`src/rtl/fwd_hazard_ctrl.sv`:
```
// Forwarding-select and hazard sequencing controller for the 5-stage pipeline.
// Optional cycle statistics counters are enabled by defining HAZARD_STATS_EN.
module fwd_hazard_ctrl #(
    parameter int unsigned REG_AW     = 5,
    parameter int unsigned BR_PENALTY = 1
) (
    input  logic              clk,
    input  logic              reset,
    input  logic              id_valid,
    input  logic [REG_AW-1:0] id_rs1,
    input  logic [REG_AW-1:0] id_rs2,
    input  logic [REG_AW-1:0] id_rd,
    input  logic              id_regwrite,
    input  logic              id_memread,
    input  logic              ex_branch_taken,
    input  logic              mem_wait,
    output logic [1:0]        forward_a,
    output logic [1:0]        forward_b,
    output logic              pc_write_en,
    output logic              ifid_write_en,
    output logic              pipe_freeze,
    output logic              flush_ifid,
    output logic              flush_idex
`ifdef HAZARD_STATS_EN
    ,
    output logic [31:0]       stall_cnt,
    output logic [31:0]       flush_cnt,
    output logic [31:0]       freeze_cnt
`endif
);

    localparam int unsigned CNT_W = 2;
    localparam logic [CNT_W-1:0] BR_RELOAD = CNT_W'(BR_PENALTY - 1);

    logic              idex_valid, idex_regwrite, idex_memread;
    logic [REG_AW-1:0] idex_rs1, idex_rs2, idex_rd;
    logic              exmem_valid, exmem_regwrite;
    logic [REG_AW-1:0] exmem_rd;
    logic              memwb_valid, memwb_regwrite;
    logic [REG_AW-1:0] memwb_rd;
    logic [CNT_W-1:0]  flush_ctr;

    logic exmem_src_ok, memwb_src_ok, load_use, advance, stall_now, branch_now;

    assign exmem_src_ok = exmem_valid && exmem_regwrite && (exmem_rd != '0);
    assign memwb_src_ok = memwb_valid && memwb_regwrite && (memwb_rd != '0);

    assign load_use = idex_valid && idex_memread && (idex_rd != '0) && id_valid &&
                      ((idex_rd == id_rs1) || (idex_rd == id_rs2));

    // Shadow state only moves on edges where the pipeline itself moves.
    assign advance    = !reset && !mem_wait;
    assign branch_now = advance && ex_branch_taken;
    assign stall_now  = advance && !ex_branch_taken && load_use;

    // Operand selects: EX/MEM outranks MEM/WB; x0 never forwarded.
    always_comb begin
        forward_a = 2'b00;
        forward_b = 2'b00;
        if (exmem_src_ok && (exmem_rd == idex_rs1))      forward_a = 2'b10;
        else if (memwb_src_ok && (memwb_rd == idex_rs1)) forward_a = 2'b01;
        if (exmem_src_ok && (exmem_rd == idex_rs2))      forward_b = 2'b10;
        else if (memwb_src_ok && (memwb_rd == idex_rs2)) forward_b = 2'b01;
    end

    // Hazard controls: freeze beats branch, branch beats load-use.
    always_comb begin
        pc_write_en   = 1'b1;
        ifid_write_en = 1'b1;
        pipe_freeze   = 1'b0;
        flush_ifid    = 1'b0;
        flush_idex    = 1'b0;
        if (reset) begin
            pc_write_en   = 1'b1;
        end else if (mem_wait) begin
            pipe_freeze   = 1'b1;
            pc_write_en   = 1'b0;
            ifid_write_en = 1'b0;
        end else if (ex_branch_taken) begin
            flush_ifid    = 1'b1;
            flush_idex    = 1'b1;
        end else begin
            flush_ifid = (flush_ctr != '0);
            if (load_use) begin
                pc_write_en   = 1'b0;
                ifid_write_en = 1'b0;
                flush_idex    = 1'b1;
            end
        end
    end

    always_ff @(posedge clk or posedge reset) begin
        if (reset) begin
            idex_valid     <= 1'b0;
            idex_regwrite  <= 1'b0;
            idex_memread   <= 1'b0;
            idex_rs1       <= '0;
            idex_rs2       <= '0;
            idex_rd        <= '0;
            exmem_valid    <= 1'b0;
            exmem_regwrite <= 1'b0;
            exmem_rd       <= '0;
            memwb_valid    <= 1'b0;
            memwb_regwrite <= 1'b0;
            memwb_rd       <= '0;
            flush_ctr      <= '0;
        end else if (advance) begin
            memwb_valid    <= exmem_valid;
            memwb_regwrite <= exmem_regwrite;
            memwb_rd       <= exmem_rd;
            exmem_valid    <= idex_valid;
            exmem_regwrite <= idex_regwrite;
            exmem_rd       <= idex_rd;
            idex_rs1       <= id_rs1;
            idex_rs2       <= id_rs2;
            idex_rd        <= id_rd;
            if (flush_idex) begin
                idex_valid    <= 1'b0;
                idex_regwrite <= 1'b0;
                idex_memread  <= 1'b0;
            end else begin
                idex_valid    <= id_valid;
                idex_regwrite <= id_regwrite;
                idex_memread  <= id_memread;
            end
            if (ex_branch_taken)     flush_ctr <= BR_RELOAD;
            else if (flush_ctr != '0) flush_ctr <= flush_ctr - CNT_W'(1);
        end
    end

`ifdef HAZARD_STATS_EN
    always_ff @(posedge clk or posedge reset) begin
        if (reset) begin
            stall_cnt  <= '0;
            flush_cnt  <= '0;
            freeze_cnt <= '0;
        end else begin
            if (stall_now)  stall_cnt  <= stall_cnt + 32'd1;
            if (branch_now) flush_cnt  <= flush_cnt + 32'd1;
            if (mem_wait)   freeze_cnt <= freeze_cnt + 32'd1;
        end
    end
`else
    logic unused_stats;
    assign unused_stats = stall_now ^ branch_now;
`endif

endmodule

```
`config.mk`:
```
export PLATFORM = sky130hd
export DESIGN_NAME = fwd_hazard_ctrl
export DESIGN_NICKNAME = d
export VERILOG_FILES = /design/src/rtl/fwd_hazard_ctrl.sv
export SDC_FILE = /design/constraint.sdc
export NUM_CORES = 1
export LEC_CHECK = 0
export BUFFER_PORTS_ARGS = -buffer_cell sky130_fd_sc_hd__clkbuf_2
export CAP_MARGIN = 20
export CORE_ASPECT_RATIO = 0.75
export CORE_MARGIN = 3
export CORE_UTILIZATION = 50
export DETAILED_ROUTE_END_ITERATION = 8
export PLACE_DENSITY = 0.72
export SKIP_LAST_GASP = 1
export SYNTH_ARGS = -nofsm -noshare
export SYNTH_HDL_FRONTEND = slang
export SYNTH_SLANG_ARGS = --single-unit
```
`constraint.sdc`:
```
create_clock -name clk -period 2 [get_ports clk]
set_input_delay 0.2 -clock clk [delete_from_list [all_inputs] [get_ports clk]]
set_output_delay 0.2 -clock clk [all_outputs]
set_load 0.02 [all_outputs]
```
Yosys cells after proc, flatten, opt, wreduce, memory -nomap -nowiden
Index checks and enable logic that the tools add are counted.
{"block": "op_classes", "addsub": 1, "eq_ne": 6, "mux": 22, "n_reduce_logical": 22}
{"cell": "$eq A5 B5 Y1", "count": 6}
{"cell": "$mux W1", "count": 18}
{"cell": "$reduce_bool A5 Y1", "count": 3}
{"cell": "$logic_and A1 B1 Y1", "count": 13}
{"cell": "$mux W2", "count": 4}
{"cell": "$reduce_bool A2 Y1", "count": 2}
{"cell": "$logic_not A1 Y1", "count": 2}
{"cell": "$reduce_and A2 Y1", "count": 1}
{"cell": "$sub A2 B1 Y2 const B", "count": 1}
{"cell": "$logic_or A1 B1 Y1", "count": 1}
{"block": "word_totals", "reg_bits": 34, "output_inout_bits": 9, "wordCells": 64}

Depth between registers and ports, before layout
{"block": "depth", "word_depth": 9, "mapped_depth": 6, "ltp_nobuf": 6}

Least setup slack after synthesis
Ideal clock, no wire load.
{"block": "synth_timing", "kind": "register to output", "from": "register exmem_rd[3]", "to": "output port forward_a[0]", "t_arrival_ps": 1797, "slack_ps": 3, "path_stages_with_launch": 5, "n_path_buf": 0, "path_cell_list": "dfrtp_1 or4_1 o211ai_2 nor4_1 nor4_2"}
{"block": "synth_via", "elab_chain_len": 4, "elab_cells_between_ends": 5, "cone_classes": "eq/ne (1); mux (1); reduce/logical (3)"}
{"item": "from (decl)", "line": "38", "text": "logic [REG_AW-1:0] exmem_rd;"}
{"item": "from (signal assigned)", "line": "113", "text": "exmem_rd <= idex_rd;"}
{"item": "$reduce_bool A5 Y1", "line": "45", "text": "assign exmem_src_ok = exmem_valid && exmem_regwrite && (exmem_rd != '0);"}
{"item": "$logic_and A1 B1 Y1", "line": "45"}
{"item": "$logic_and A1 B1 Y1 *", "line": "60", "text": "if (exmem_src_ok && (exmem_rd == idex_rs1)) forward_a = 2'b10;"}
{"item": "$mux W2 *", "line": "60"}
{"item": "to (decl)", "line": "17", "text": "output logic [1:0] forward_a,"}
Every way passes the cells marked *; elsewhere a longest branch is shown, timed or not.

Worst setup path after layout
{"block": "layout_timing", "from": "register exmem_rd[3]", "to": "output port forward_b[0]"}
{"block": "layout_via", "elab_chain_len": 4, "elab_cells_between_ends": 5, "cone_classes": "eq/ne (1); mux (1); reduce/logical (3)"}
{"item": "$reduce_bool A5 Y1", "line": "45"}
{"item": "$logic_and A1 B1 Y1", "line": "45"}
{"item": "$logic_and A1 B1 Y1 *", "line": "62", "text": "if (exmem_src_ok && (exmem_rd == idex_rs2)) forward_b = 2'b10;"}
{"item": "$mux W2 *", "line": "62"}
{"item": "to (decl)", "line": "18", "text": "output logic [1:0] forward_b,"}
Marked as above.

==> metrics.md <==
| Metric | Value |
|---|---|
| Status | `finished with violations` |
| Failing checks | `setup timing` |
| Most used standard cell by instance count after synthesis | `nand2_1` |
| GP Congestion | `0.854` |
| Layout cells sized above 1 | `30.1%` |
| CP endpoint kind | `primary output` |
| Worst path cell trace | `or4_4 > o211ai_4 > nor4_2 > nor4_2 > buf_4` |
| IO Count | `31` |
| Via count | `1559` |
| Ant. Diodes | `0` |
| Fin Hold WS | `48.2 ps` |
| IO buf count | `30` |
| Setup violations, final | `6` |
| Distinct cells, synth | `25` |
| Cell row count | `18` |
| Clock Latency Late Sink | `slightly below 300 ps` |
| Final-report max-slew violation count | `0` |
| Dominant cell type by area after synthesis | `dfrtp_1` |
| Max cap viols | `0` |
| Clk root buf | `clkbuf_8` |
| Main synth FF type | `dfrtp_1` |
| WL/cell | `15.0 um` |
| Final Skew | `3.72 ps` |
| Power Density | `slightly above 900 nW/um2` |
| CP arrival | `1980 ps` |
| CP Max Fanout | `2` |
| Congestion Overflow GR | `0` |
| Total Nets Final | `278` |
| Synth top area cells | `dfrtp_1, nand2_1, xor2_1, xnor2_1, or4_1` |
| Total GRT Usage | `around 23%` |
| CP Launch Type | `flop` |
| Leakage | `approximately 1.2 nW` |
| WP buf/inv | `1` |
| Period utilization | `109%` |
| Reg clk slew, reported paths | `70 ps` |
| F_max | `459 MHz` |
| Via density | `5.27` |
| Wire length of the first global-routing pass | `7360 um` |
| DR DRC count | `0` |
| Clock Path Buffers | `2` |
| Hold Vio Cnt, Final | `0` |
| Slew margin rel. | `71.3%` |
| Clock sinks | `34` |
| Htree depth | `2` |
| CTS tree | `built` |
| Largest stage delay, worst path | `between 500 and 600 ps` |
| Fin crit period | `2180 ps` |
| Post-synthesis sequential area ratio | `47.5%` |
| Final setup margin | `-180 ps` |
| Critical path's most frequent cell | `nor4_2` |
| Ys Warns | `0` |
| Fin Setup TNS | `-643 ps` |
| Core box area | `3360 um2` |
| Die Span X | `about 75 um` |
| Largest net degree at the start of global routing | `35` |
| Most used routing layer | `met2` |
| Mapped Nets | `228` |
| Crit-path slowest cell | `or4_4` |
| M2 GR Usage | `between 30% and 40%` |
| Initial DRC count | `76` |
| Synth top area share | `a little under half` |
| Global routing usage on met3 | `5.37%` |
| Worst-margin pin slew | `430 ps` |
| Routed wire length | `between 4000 and 5000 um` |
| Max rail drop VDD | `around 0.00051 V` |
| Cells after Synth | `205` |
| RSZ-0062 raised after global routing | `true` |
| Critical Path RT | `1800 ps` |
| Most frequent cells after synthesis | `nand2_1, dfrtp_1, xor2_1, clkbuf_1` |
| DRT antenna net count | `0` |
| Post-synth ARST share | `100%` |
| Cts bufs inserted | `5` |
| Initial antenna violation count | `0` |
| Total iterations of the first detailed-routing run | `4` |
| Critical path's top delay family | `simple AND/OR/NAND/NOR gates` |
| Vias in the first global route | `approximately 1500` |
| Mapped Area | `1790 um2` |
| Layout area overhead | `30.2%` |
| Hold Path Class | `primary input to asynchronous set/reset pin` |
| Grt met1 use | `32.5%` |
| Die Y | `~58 um` |
| Die area | `4350 um2` |
| Yosys reg bits | `34` |
| DP HPWL | `2870 um` |
| Mean Syn Cell Area | `8.75 um2` |
| Number of synthesized flops with an enable pin | `0` |
| Kind of critical path | `flop to primary output` |
| Initial core utilization | `53.4%` |
-- layout make-up --
| type | count | area (um2) |
|---|---|---|
| Timing Repair Buffer | 51 | 344 |
| Tap cell | 40 | 50.0 |
| Clock buffer | 6 | 72.6 |
| Inverter | 6 | 22.5 |
| Clock inverter | 2 | 37.5 |
| Multi-Input combinational cell | 157 | 955 |
| Sequential cell | 34 | 853 |
| Fill cell | 263 | 1020 |
-- per-stage QoR --
step	instance area, um2	utilization [%]	worst slack (ps)	power [mW]	std cells
2_1_floorplan	1790	-	2.91	1.22	205
3_3_place_gp	2010	60.0	182	1.35	274
3_5_place_dp	2010	60.0	126	1.36	274
4_1_cts	2310	68.8	-181	2.09	295
5_1_grt	2330	69.6	-232	2.23	296
6_report	2330	69.6	-180	2.12	296
-- worst register-to-register path, stage by stage, from the launching register on --
cell and delay, ps:
dfrtp_1 430, or4_4 570, o2111ai_4 230, buf_6 140, buf_4 100, buf_4 110, a22oi_1 60, a21bo_2 200
-- placed cells by master, fill, tap and decap left out, types with 2 or more instances in the layout --
master and instances:
inv_1 6, or4_4 4, xor2_1 24, clkbuf_8 7, dfrtp_2 2, dfrtp_1 32
a21bo_2 3, nand2_1 90, nand3_1 2, nor3_1 2, nor3b_1 3, a22oi_1 3
buf_6 3, buf_4 21, o21ai_0 2, nor4_2 4, nor2_1 2, clkbuf_2 25
xnor2_1 6
-- flip-flops by register name (all words and copies together) (netlist names) --
signal and cells:
exmem_rd 5, idex_rd 5, idex_rs1 5, idex_rs2 5, memwb_rd 5, flush_ctr 2, exmem_regwrite 1, exmem_valid 1
idex_memread 1, idex_regwrite 1, idex_valid 1, memwb_regwrite 1, memwb_valid 1
-- power by group --
group	total (mW)	leakage (nW)	internal, mW	switching [mW]
combinational	0.542	0.746	0.268	0.274
sequential	0.935	0.427	0.803	0.132
clock	0.643	0.0514	0.372	0.271
total	2.12	1.22	1.44	0.678
-- routing by layer --
metal	part of all wire, %	wire length (um)
met5	0	0
met4	1.7	74
met3	4.8	214
met2	46	2050
met1	47	2110
-- logic make-up after synthesis --
logic type / after synthesis / share of synthesized area (%)
simple gates: 111 / 26.7
buf+inv: 14 / 3.14
xor+xnor: 30 / 14.7
fa+ha+maj: 1 / 0.698
compound gates: 15 / 7.33
flops: 34 / 47.5
-- path summary, 6_finish.rpt --
check	endpoint	cells past startpoint	startpoint	slack (ps)
setup / recovery	forward_b[0]	5	exmem_rd[3]$_DFFE_PP0P_	-180
hold / removal	flush_ctr[1]$_DFFE_PP0P_	3	reset	50
setup reg to reg	idex_regwrite$_DFFE_PP0P_	7	idex_rd[3]$_DFFE_PP0P_	120
hold reg to reg	flush_ctr[1]$_DFFE_PP0P_	2	flush_ctr[1]$_DFFE_PP0P_	490
max in group asynchronous	idex_rd[1]$_DFFE_PP0P_	3	reset	1620
min in group clk	idex_rd[0]$_DFFE_PP0P_	3	id_rd[0]	100
-- timing repair --
action                     4_1_cts  5_1_grt
hold buffers                     0        0
pin swaps                       10        5
resized for setup               19        7
buffers inserted                13        1
setup endpoints to repair        5        6
Note: power is estimated with default switching activity, not from simulation.
